--- src/rtl/crank_wheel_gen.sv ---
// ---------------------------------------------------------------------------
// crank_wheel_gen
//
// Synthesises a toothed crank wheel (default 60-2) with a programmable tooth
// period. It drives bench stimulus or loops back into the crank-capture
// receiver. Each revolution has TEETH slots. The last MISSING slots carry no
// tooth, which gives the receiver its long synchronisation gap.
//
// Ports
//   clk         in   1          single clock, rising edge
//   rst         in   1          asynchronous reset, active low
//   ena         in   1          run enable (level)
//   period      in   PER_WIDTH  slot length in clk cycles, clamped to >= 4
//   inv         in   1          output polarity (1 = tooth drives low)
//   cap_out     out  1          generated wheel signal
//   tooth_num   out  TN_WIDTH   current slot index (0 while idle)
//   gap         out  1          current slot is a missing tooth
//   rev_strobe  out  1          first cycle of slot 0
//   running     out  1          generator is in RUN
//
// All outputs are registered. They present the counter state one cycle after
// that state is entered. As a result, the first output cycle of a run shows
// slot 0 / phase 0 together with rev_strobe.
// ---------------------------------------------------------------------------
module crank_wheel_gen #(
    parameter int TEETH     = 60,
    parameter int MISSING   = 2,
    parameter int PER_WIDTH = 24,
    parameter int TN_WIDTH  = 6
) (
    input  logic                 clk,
    input  logic                 rst,
    input  logic                 ena,
    input  logic [PER_WIDTH-1:0] period,
    input  logic                 inv,
    output logic                 cap_out,
    output logic [TN_WIDTH-1:0]  tooth_num,
    output logic                 gap,
    output logic                 rev_strobe,
    output logic                 running
);

    typedef enum logic [0:0] {
        ST_IDLE = 1'b0,
        ST_RUN  = 1'b1
    } state_t;

    localparam logic [TN_WIDTH-1:0]  LAST_SLOT = TN_WIDTH'(TEETH - 1);
    localparam logic [TN_WIDTH-1:0]  FIRST_GAP = TN_WIDTH'(TEETH - MISSING);
    localparam logic [PER_WIDTH-1:0] MIN_PER   = PER_WIDTH'(4);

    state_t                 state_q, state_d;
    logic [TN_WIDTH-1:0]    slot_q, slot_d;
    logic [PER_WIDTH-1:0]   phase_q, phase_d;
    logic [PER_WIDTH-1:0]   per_q, per_d;

    logic                   cap_out_q, cap_out_d;
    logic [TN_WIDTH-1:0]    tooth_num_q, tooth_num_d;
    logic                   gap_q, gap_d;
    logic                   rev_strobe_q, rev_strobe_d;
    logic                   running_q, running_d;

    logic [PER_WIDTH-1:0]   per_clamp_s;
    logic                   slot_end_s;
    logic                   tooth_s;

    // Clamp the requested period so that per_q - 1 can never underflow
    always_comb begin
        if (period < MIN_PER) begin
            per_clamp_s = MIN_PER;
        end else begin
            per_clamp_s = period;
        end
    end

    // Next-state logic for the run FSM and the slot/phase counters
    always_comb begin
        state_d    = state_q;
        slot_d     = slot_q;
        phase_d    = phase_q;
        per_d      = per_q;
        slot_end_s = (phase_q == (per_q - PER_WIDTH'(1)));
        case (state_q)
            ST_IDLE: begin
                slot_d  = TN_WIDTH'(0);
                phase_d = PER_WIDTH'(0);
                if (ena) begin
                    state_d = ST_RUN;
                    per_d   = per_clamp_s;
                end else begin
                    state_d = ST_IDLE;
                end
            end
            ST_RUN: begin
                // Dropping ena wins over a slot wrap, so no strobe leaks out
                if (!ena) begin
                    state_d = ST_IDLE;
                    slot_d  = TN_WIDTH'(0);
                    phase_d = PER_WIDTH'(0);
                end else if (slot_end_s) begin
                    phase_d = PER_WIDTH'(0);
                    per_d   = per_clamp_s;
                    if (slot_q == LAST_SLOT) begin
                        slot_d = TN_WIDTH'(0);
                    end else begin
                        slot_d = slot_q + TN_WIDTH'(1);
                    end
                end else begin
                    phase_d = phase_q + PER_WIDTH'(1);
                end
            end
            default: begin
                state_d = ST_IDLE;
                slot_d  = TN_WIDTH'(0);
                phase_d = PER_WIDTH'(0);
                per_d   = MIN_PER;
            end
        endcase
    end

    // Output decode from the current counter state
    always_comb begin
        // Real teeth are high for the first half; odd periods lengthen the low half
        tooth_s = (slot_q < FIRST_GAP) && (phase_q < (per_q >> 1));
        if (state_q == ST_RUN) begin
            cap_out_d    = tooth_s ^ inv;
            tooth_num_d  = slot_q;
            gap_d        = (slot_q >= FIRST_GAP);
            rev_strobe_d = (slot_q == TN_WIDTH'(0)) && (phase_q == PER_WIDTH'(0));
            running_d    = 1'b1;
        end else begin
            cap_out_d    = inv;
            tooth_num_d  = TN_WIDTH'(0);
            gap_d        = 1'b0;
            rev_strobe_d = 1'b0;
            running_d    = 1'b0;
        end
    end

    // State, counter and output registers
    always_ff @(posedge clk or negedge rst) begin
        if (!rst) begin
            state_q      <= ST_IDLE;
            slot_q       <= TN_WIDTH'(0);
            phase_q      <= PER_WIDTH'(0);
            per_q        <= MIN_PER;
            cap_out_q    <= 1'b0;
            tooth_num_q  <= TN_WIDTH'(0);
            gap_q        <= 1'b0;
            rev_strobe_q <= 1'b0;
            running_q    <= 1'b0;
        end else begin
            state_q      <= state_d;
            slot_q       <= slot_d;
            phase_q      <= phase_d;
            per_q        <= per_d;
            cap_out_q    <= cap_out_d;
            tooth_num_q  <= tooth_num_d;
            gap_q        <= gap_d;
            rev_strobe_q <= rev_strobe_d;
            running_q    <= running_d;
        end
    end

    assign cap_out    = cap_out_q;
    assign tooth_num  = tooth_num_q;
    assign gap        = gap_q;
    assign rev_strobe = rev_strobe_q;
    assign running    = running_q;

endmodule
--- config.mk ---
export PLATFORM = sky130hd
export DESIGN_NAME = crank_wheel_gen
export DESIGN_NICKNAME = d
export VERILOG_FILES = /design/src/rtl/crank_wheel_gen.sv
export SDC_FILE = /design/constraint.sdc
export NUM_CORES = 1
export LEC_CHECK = 0
export ABC_CLOCK_PERIOD_IN_PS = 3850
export CAP_MARGIN = 10
export CELL_PAD_IN_SITES_DETAIL_PLACEMENT = 1
export CELL_PAD_IN_SITES_GLOBAL_PLACEMENT = 2
export CORE_UTILIZATION = 37
export CTS_CLUSTER_SIZE = 24
export DETAILED_ROUTE_END_ITERATION = 16
export GPL_TIMING_DRIVEN = 0
export PLACE_DENSITY = 0.81
export SLEW_MARGIN = 10
export SYNTH_ARGS = -nofsm -noshare
export SYNTH_HDL_FRONTEND = slang
export SYNTH_SLANG_ARGS = --single-unit
--- constraint.sdc ---
create_clock -name clk -period 3.85 [get_ports clk]
set_input_delay 0.5775 -clock clk [delete_from_list [all_inputs] [get_ports clk]]
set_output_delay 0.5775 -clock clk [all_outputs]
set_load 0.01 [all_outputs]
==> impl_metrics.py, run 1 <==
metrics = {
    "outcome": {
        "status": "complete, no violations",
    },
    "drt": {
        "route.vias.total": 3775,
        "route.detailed.drc": 0,
        "drtAntennaViolNets": 0,
        "drt_iter0_markers": 147,
        "vias_per_cell": 5.52,
        "wirelength_um": 12500,
        "post_drt_wl_per_cell_um": 18.3,
        "drtPass1Iterations": 4,
    },
    "critical_path": {
        "max_stage_delay_ns": 0.55,
        "cp_cell_sequence": "inv_1 -> ha_2 -> or3b_2 -> or3_1 -> a21oi_1 -> o2111ai_1 -> nor4_1 -> o2111ai_1 -> clkbuf_2 -> nand2_1 -> buf_2 -> nor2_1",
        "crit_path_top_delay_cell": "or3b_2",
        "path_max_fanout": 10,
        "rr_endpoint": "phase_q[15]$_DFF_PN0_",
        "cp.arrival_ns": 3.90,
        "worst-path-buf-inv": 3,
        "path_delay_family": "simple AND/OR/NAND/NOR gates",
        "path_depth": 12,
        "crit_path_end_kind": "flop",
        "rr_startpoint": "per_q[0]$_DFFE_PN0P_",
        "start_kind": "flop",
        "cp.required_ns": 4.08,
        "worstSetupPathType": "flop to flop",
        "r2r_slack_ns": 0.18,
        "cpMostUsedCell": "o2111ai_1",
        "worst_r2r_path_depth": 12,
    },
    "synthesis": {
        "muxShareOfSynthArea_pct": 7.50,
        "synth_compound_area_share_pct": 10.5,
        "synth_nets": 533,
        "synth_top_family_by_area": "simple AND/OR/NAND/NOR gates",
        "ys_ff_latch": 65,
        "synthSimpleGateAreaFrac_pct": 23.3,
        "synth-adder-area-share_pct": 7.72,
        "yosys.area.top_type": "dfrtp_1",
        "synthesis.area_sq_um": 4540,
        "yosysWarnings": 0,
        "ys_types": 62,
        "async_flop_share_pct": 100,
        "synthFlopType": "dfrtp_1",
        "netlist_instances": 477,
        "ys_seq_area_share_pct": 35.9,
        "post_synth.cell_area_avg_sq_um": 9.51,
        "synth_top_area_share_pct": 35.3,
        "yosys-top-cells-area": "dfrtp_1 (35%), ha_1 (7.7%), mux2_4 (5.6%)",
        "synth-xor-area-share_pct": 10.1,
        "synth_edf_count": 0,
    },
    "cts": {
        "clockRootBuffer": "clkbuf_16",
        "cts_buffer_depth": 2,
        "clk_pin_slew_worst_paths_ns": 0.06,
        "cts_max_level": 3,
        "cts_hold_buf": 0,
        "numCtsBuffers": 9,
        "tritoncts": "yes",
        "clkLatencyLatePin_ns": 0.35,
        "clock_sinks": 65,
    },
    "timing": {
        "clock_skew_ns": 0.00962,
        "final_hold_viol_count": 0,
        "setup_viol": 0,
        "slew_violations": 0,
        "slew_headroom_pct": 54.0,
        "setup-tns-final_ns": 0,
        "period_minus_slack_ns": 3.67,
        "finalCritPeriodShare_pct": 95.4,
        "fmax_mhz": 272,
        "postLayoutSetupSlackWorst_ns": 0.179,
        "worst_pin_slew_ns": 0.684,
    },
    "finish": {
        "fin_nets": 588,
        "antennaDiodeCount": 0,
        "num-fill-cells": 1387,
        "drive_gt1_share_pct": 13.0,
        "synthToLayoutAreaGrowth_pct": 22.3,
        "fin_cells": 684,
        "final_util_pct": 46.4,
    },
    "floorplan": {
        "ios": 38,
        "core_area_sq_um": 12000,
        "num_rows": 40,
        "dieArea_sq_um": 12700,
        "initial_utilization_pct": 37.9,
        "die_x_um": 113,
        "fp.dieH_um": 113,
    },
    "flow_run": {
        "cap_violations": 0,
    },
    "grt": {
        "grt_pass1_wl_um": 20900,
        "grt_max_degree": 36,
        "groute.usage.overall_pct": 21.5,
        "grt-ovfl-total": 0,
        "grt_pass1_vias": 3964,
        "antenna_found_initial": 0,
    },
    "placement": {
        "gp_congestion": 0.824,
        "pre_cts_ws_ns": -0.465,
        "post-place-cells": 662,
        "portBuffers": 37,
        "hpwl_um": 9450,
    },
    "min_path": {
        "hp-class": "input port to async pin",
    },
    "power_and_ir_drop": {
        "power_density_nw_per_um2": 392,
        "leakage_nw": 2.49,
        "power_mw": 2.17,
        "max-vdd-ir-drop_uv": 166,
    },
}
[layout by cell type, fill, tap and decap left out, types with 3 or more instances in the layout]
cell and instances:
or4_1 6, nand2_1 36, o22ai_1 4, mux2_4 17, buf_6 3, o21ai_0 7
buf_2 3, ha_1 27, xor2_1 22, and3_1 14, nor4_2 3, clkbuf_16 9
xnor2_1 28, o2111ai_1 4, nand4_1 12, nor2_1 44, nand3_1 15, inv_1 33
bufinv_16 3, mux2_2 4, and4_1 4, o211ai_1 4, clkbuf_1 11, and2_1 6
a211oi_1 4, dfrtp_1 64, clkdlybuf4s50_1 36, nand2b_1 3, or3_1 4, nor3_1 11
a21oi_1 10, buf_4 7, a21o_1 8, nor4_1 18, o31a_1 5, inv_6 3
mux2i_1 4
[cell type report]
cell class                 instances  area (sq um)  share of cell area, %
sequential                        65          1630                   29.3
multi-input combinational        359          2730                   49.1
clock inverter                     7           124                   2.23
clock buffer                       9           225                   4.06
buffer                            20           104                   1.87
timing repair buffer              44           433                   7.81
tap                              147           184                   3.32
inverter                          33           124                   2.23
[stage by stage]
stage	instance area [sq um]	hold WS [ns]
2_1_floorplan	4540	0.282
3_3_place_gp	5090	0.542
3_5_place_dp	5110	0.542
4_1_cts	5500	0.165
5_1_grt	5550	0.186
6_report	5550	0.157
[what timing repair did]
item	in CTS	in global routing
pin swaps	1	2
hold endpoints to repair	0	0
buffers inserted	3	3
cloned	0	0
gates resized for setup	5	7
endpoints found under the setup margin	37	44
[cell usage after synthesis (all sizes together), types with 2 or more instances]
library cell,count
o22ai,4
buf,6
a21oi,10
xor2,22
mux2i,4
nor4,23
nand4,12
and4,4
a211oi,4
nand2,36
o211ai,4
nor3,12
o2111a,2
o2111ai,4
a311o,2
nor2,44
xnor2,28
mux2,21
nor3b,2
ha,28
or4,7
clkbuf,14
inv,33
nand3,15
o221a,2
or3,4
a21o,8
nand2b,3
and2,7
o31a,5
dfrtp,64
nor4b,2
o21ai,8
and3,14
nand4b,2
[cells by family after synthesis]
kind of cell               Yosys count
AOI/OAI and AO/OA                   63
muxes                               25
and+or+nand+nor                    192
DFF                                 65
buffers and inverters               53
adders and majority gates           28
xor gates and xnor gates            51
[sequential cells by signal, indices dropped and copies added, names as in the netlist]
signal / count
per_q: 24
phase_q: 24
slot_q: 6
tooth_num: 6
cap_out: 1
gap: 1
rev_strobe: 1
running: 1
state_q: 1
[where the power goes]
group / switching, mW / internal [mW]
Clock: 0.345 / 0.639
Sequential: 0.0644 / 0.726
Combinational: 0.210 / 0.189
Total: 0.619 / 1.55
[worst max-delay path by stage]
stage                    startpoint               endpoint  slack [ns]
2_1_floorplan  per_q[0]$_DFFE_PN0P_  per_q[10]$_DFFE_PN0P_        0.53
3_3_place_gp   per_q[0]$_DFFE_PN0P_  phase_q[21]$_DFF_PN0_       -0.38
3_5_place_dp   per_q[0]$_DFFE_PN0P_  phase_q[22]$_DFF_PN0_       -0.46
4_1_cts        per_q[0]$_DFFE_PN0P_  phase_q[22]$_DFF_PN0_       0.009
5_1_grt        per_q[0]$_DFFE_PN0P_  phase_q[15]$_DFF_PN0_     -0.0006
6_report       per_q[0]$_DFFE_PN0P_  phase_q[15]$_DFF_PN0_        0.18
[per-layer routing]
metal / up-vias / global-route usage, % / routed length [um]
met5: - / 0 / 0
met4: 0 / 7.73 / 211
met3: 18 / 4.18 / 365
met2: 40 / 34.6 / 5920
met1: 1897 / 28.9 / 6040
li1: 1820 / - / -
[worst reg2reg max path, stage by stage, from the launching register on]
cell,delay (ns)
dfrtp_1,0.42
inv_1,0.10
ha_2,0.27
or3b_2,0.55
or3_1,0.37
a21oi_1,0.18
o2111ai_1,0.17
nor4_1,0.26
o2111ai_1,0.28
clkbuf_2,0.29
nand2_1,0.27
buf_2,0.31
nor2_1,0.09
(Power assumes the default switching activity.)
==> run 2, diff against run 1 <==
--- a/config.mk
+++ b/config.mk
@@ -14,6 +14,7 @@
 export DETAILED_ROUTE_END_ITERATION = 16
 export GPL_TIMING_DRIVEN = 0
 export PLACE_DENSITY = 0.81
+export SETUP_SLACK_MARGIN = 0.02
 export SLEW_MARGIN = 10
 export SYNTH_ARGS = -nofsm -noshare
 export SYNTH_HDL_FRONTEND = slang
==> run 2 against run 1 <==
Combinational power about the same. Worst hold slack about the same. Count of clock-buffer cells in the layout unchanged. Critical endpoint is now per_q[10]$_DFFE_PN0P_. Clock skew about the same.
==> impl_metrics.py, run 2 (synthesized netlist as in run 1, its figures left out) <==
metrics = {
    "outcome": {
        "status": "complete, no violations",
    },
    "timing": {
        "clock_skew_ns": 0.00969,
        "final_hold_viol_count": 0,
        "setup_viol": 0,
        "period_minus_slack_ns": 3.65,
        "worst_pin_slew_ns": 0.686,
        "fmax_mhz": 274,
        "slew_violations": 0,
        "rsz0062_at_grt": "false",
        "finalCritPeriodShare_pct": 94.9,
        "slew_headroom_pct": 53.9,
        "postLayoutSetupSlackWorst_ns": 0.198,
    },
    "drt": {
        "route.detailed.drc": 0,
        "drtAntennaViolNets": 0,
        "wirelength_um": 12600,
        "dr_wl_met2_um": 5880,
        "drt_iter0_markers": 136,
        "wl_met3_um": 359,
        "post_drt_wl_per_cell_um": 18.4,
        "met1Wirelength_um": 6040,
        "vias_per_cell": 5.54,
        "highest-signal-layer": "met4",
        "route.vias.total": 3787,
        "drtPass1Iterations": 4,
    },
    "finish": {
        "fin_cells": 684,
        "fin_nets": 588,
        "synthToLayoutAreaGrowth_pct": 22.4,
        "antennaDiodeCount": 0,
        "num-fill-cells": 1385,
        "reg.largest.list": "per_q: 24 flops, phase_q: 24 flops",
        "layout_commonest_cell": "dfrtp_1",
        "layout_common_cells": "dfrtp_1 (64), nor2_1 (44), clkdlybuf4s50_1 (36), nand2_1 (35), inv_1 (33)",
        "drive_gt1_share_pct": 13.2,
    },
    "floorplan": {
        "ios": 38,
        "dieArea_sq_um": 12700,
        "num_rows": 40,
        "core_area_sq_um": 12000,
        "die_x_um": 113,
        "fp.dieH_um": 113,
        "initial_utilization_pct": 37.9,
    },
    "critical_path": {
        "rr_endpoint": "per_q[10]$_DFFE_PN0P_",
        "path_max_fanout": 10,
        "cp.required_ns": 4.08,
        "cp_cell_sequence": "inv_1 -> ha_2 -> or3b_2 -> or3_1 -> a21oi_1 -> o22ai_1 -> or4_4 -> nor4b_4 -> o21ai_4 -> buf_6 -> mux2_4",
        "crit_path_top_delay_cell": "or3b_2",
        "worstSetupPathType": "flop to flop",
        "rr_startpoint": "per_q[0]$_DFFE_PN0P_",
        "cp.arrival_ns": 3.88,
        "crit_path_end_kind": "flop",
        "max_stage_delay_ns": 0.55,
        "start_kind": "flop",
        "worst_r2r_path_depth": 11,
        "r2r_slack_ns": 0.20,
    },
    "placement": {
        "hpwl_um": 9450,
        "pre_cts_ws_ns": -0.465,
        "post-place-cells": 662,
        "portBuffers": 37,
        "gp_congestion": 0.824,
    },
    "grt": {
        "antenna_found_initial": 0,
        "grt-ovfl-total": 0,
        "grt_max_degree": 36,
        "groute.usage.overall_pct": 21.6,
        "grt_pass1_vias": 3979,
        "grt_pass1_wl_um": 21000,
    },
    "cts": {
        "clkLatencyLatePin_ns": 0.35,
        "clk_pin_slew_worst_paths_ns": 0.06,
        "tritoncts": "yes",
        "clock_sinks": 65,
        "numCtsBuffers": 9,
        "cts_max_level": 3,
        "cts_buffer_depth": 2,
        "cts_hold_buf": 0,
        "clockRootBuffer": "clkbuf_16",
    },
    "flow_run": {
        "cap_violations": 0,
    },
    "power_and_ir_drop": {
        "leakage_nw": 2.49,
        "max-vdd-ir-drop_uv": 166,
        "power_density_nw_per_um2": 392,
    },
    "min_path": {
        "hp-class": "input port to async pin",
    },
}
==> run 2: how the worst max path moves through the flow <==
stage / endpoint / startpoint / slack [ns] / cells after the start
final: per_q[10]$_DFFE_PN0P_ / per_q[0]$_DFFE_PN0P_ / 0.20 / 11
after global routing: per_q[6]$_DFFE_PN0P_ / per_q[0]$_DFFE_PN0P_ / 0.06 / 11
after CTS: phase_q[22]$_DFF_PN0_ / per_q[0]$_DFFE_PN0P_ / 0.05 / 12
after detailed placement: phase_q[22]$_DFF_PN0_ / per_q[0]$_DFFE_PN0P_ / -0.46 / 12
after global placement: phase_q[21]$_DFF_PN0_ / per_q[0]$_DFFE_PN0P_ / -0.38 / 12
after floorplan: per_q[10]$_DFFE_PN0P_ / per_q[0]$_DFFE_PN0P_ / 0.53 / 11
==> run 2: layer usage <==
| metal | vias up | global-route usage, % |
|---|---|---|
| li1 | 1823 | - |
| met1 | 1904 | 28.9 |
| met2 | 39 | 34.4 |
| met3 | 21 | 4.34 |
| met4 | 0 | 8.44 |
| met5 | - | 0 |
==> run 2: repair_timing <==
item / 4_1_cts / 5_1_grt
gates resized for setup: 6 / 9
pin swaps: 2 / 2
endpoints found under the setup margin: 37 / 44
setup buffers: 3 / 3
==> run 2: cell type report <==
cell class / instances / area [sq um] / share of cell area [%]
Sequential cell: 65 / 1630 / 29.3
Tap cell: 147 / 184 / 3.31
Clock inverter: 7 / 124 / 2.23
Clock buffer: 9 / 225 / 4.06
Buffer: 20 / 106 / 1.92
Timing Repair Buffer: 44 / 433 / 7.80
Multi-Input combinational cell: 359 / 2730 / 49.1
Inverter: 33 / 124 / 2.23
==> run 2: report_power, final <==
| part | switching [mW] | leakage (nW) | total (mW) | internal, mW |
|---|---|---|---|---|
| clock | 0.345 | 0.167 | 0.984 | 0.639 |
| combinational | 0.210 | 1.48 | 0.399 | 0.190 |
| sequential | 0.0648 | 0.843 | 0.790 | 0.726 |
==> run 2: stage by stage <==
step | total power, mW | cell area, sq um | util, % | hold slack [ns] | TNS, ns
after floorplan | 1.05 | 4540 | - | 0.282 | 0
after global placement | 1.18 | 5090 | 42.6 | 0.542 | -11.48
after detailed placement | 1.19 | 5110 | 42.7 | 0.542 | -9.60
after CTS | 2.19 | 5510 | 46.0 | 0.165 | 0
after global routing | 2.27 | 5550 | 46.4 | 0.186 | 0
final | 2.17 | 5550 | 46.4 | 0.158 | 0
==> run 2: worst max-delay path, delay by kind of cell, from the launching register on <==
family | cells | cell delay (ns)
and+or+nand+nor | 4 | 1.79
AOI/OAI and AO/OA | 3 | 0.46
DFF | 1 | 0.42
buffers and inverters | 2 | 0.30
muxes | 1 | 0.30
adders and majority gates | 1 | 0.27
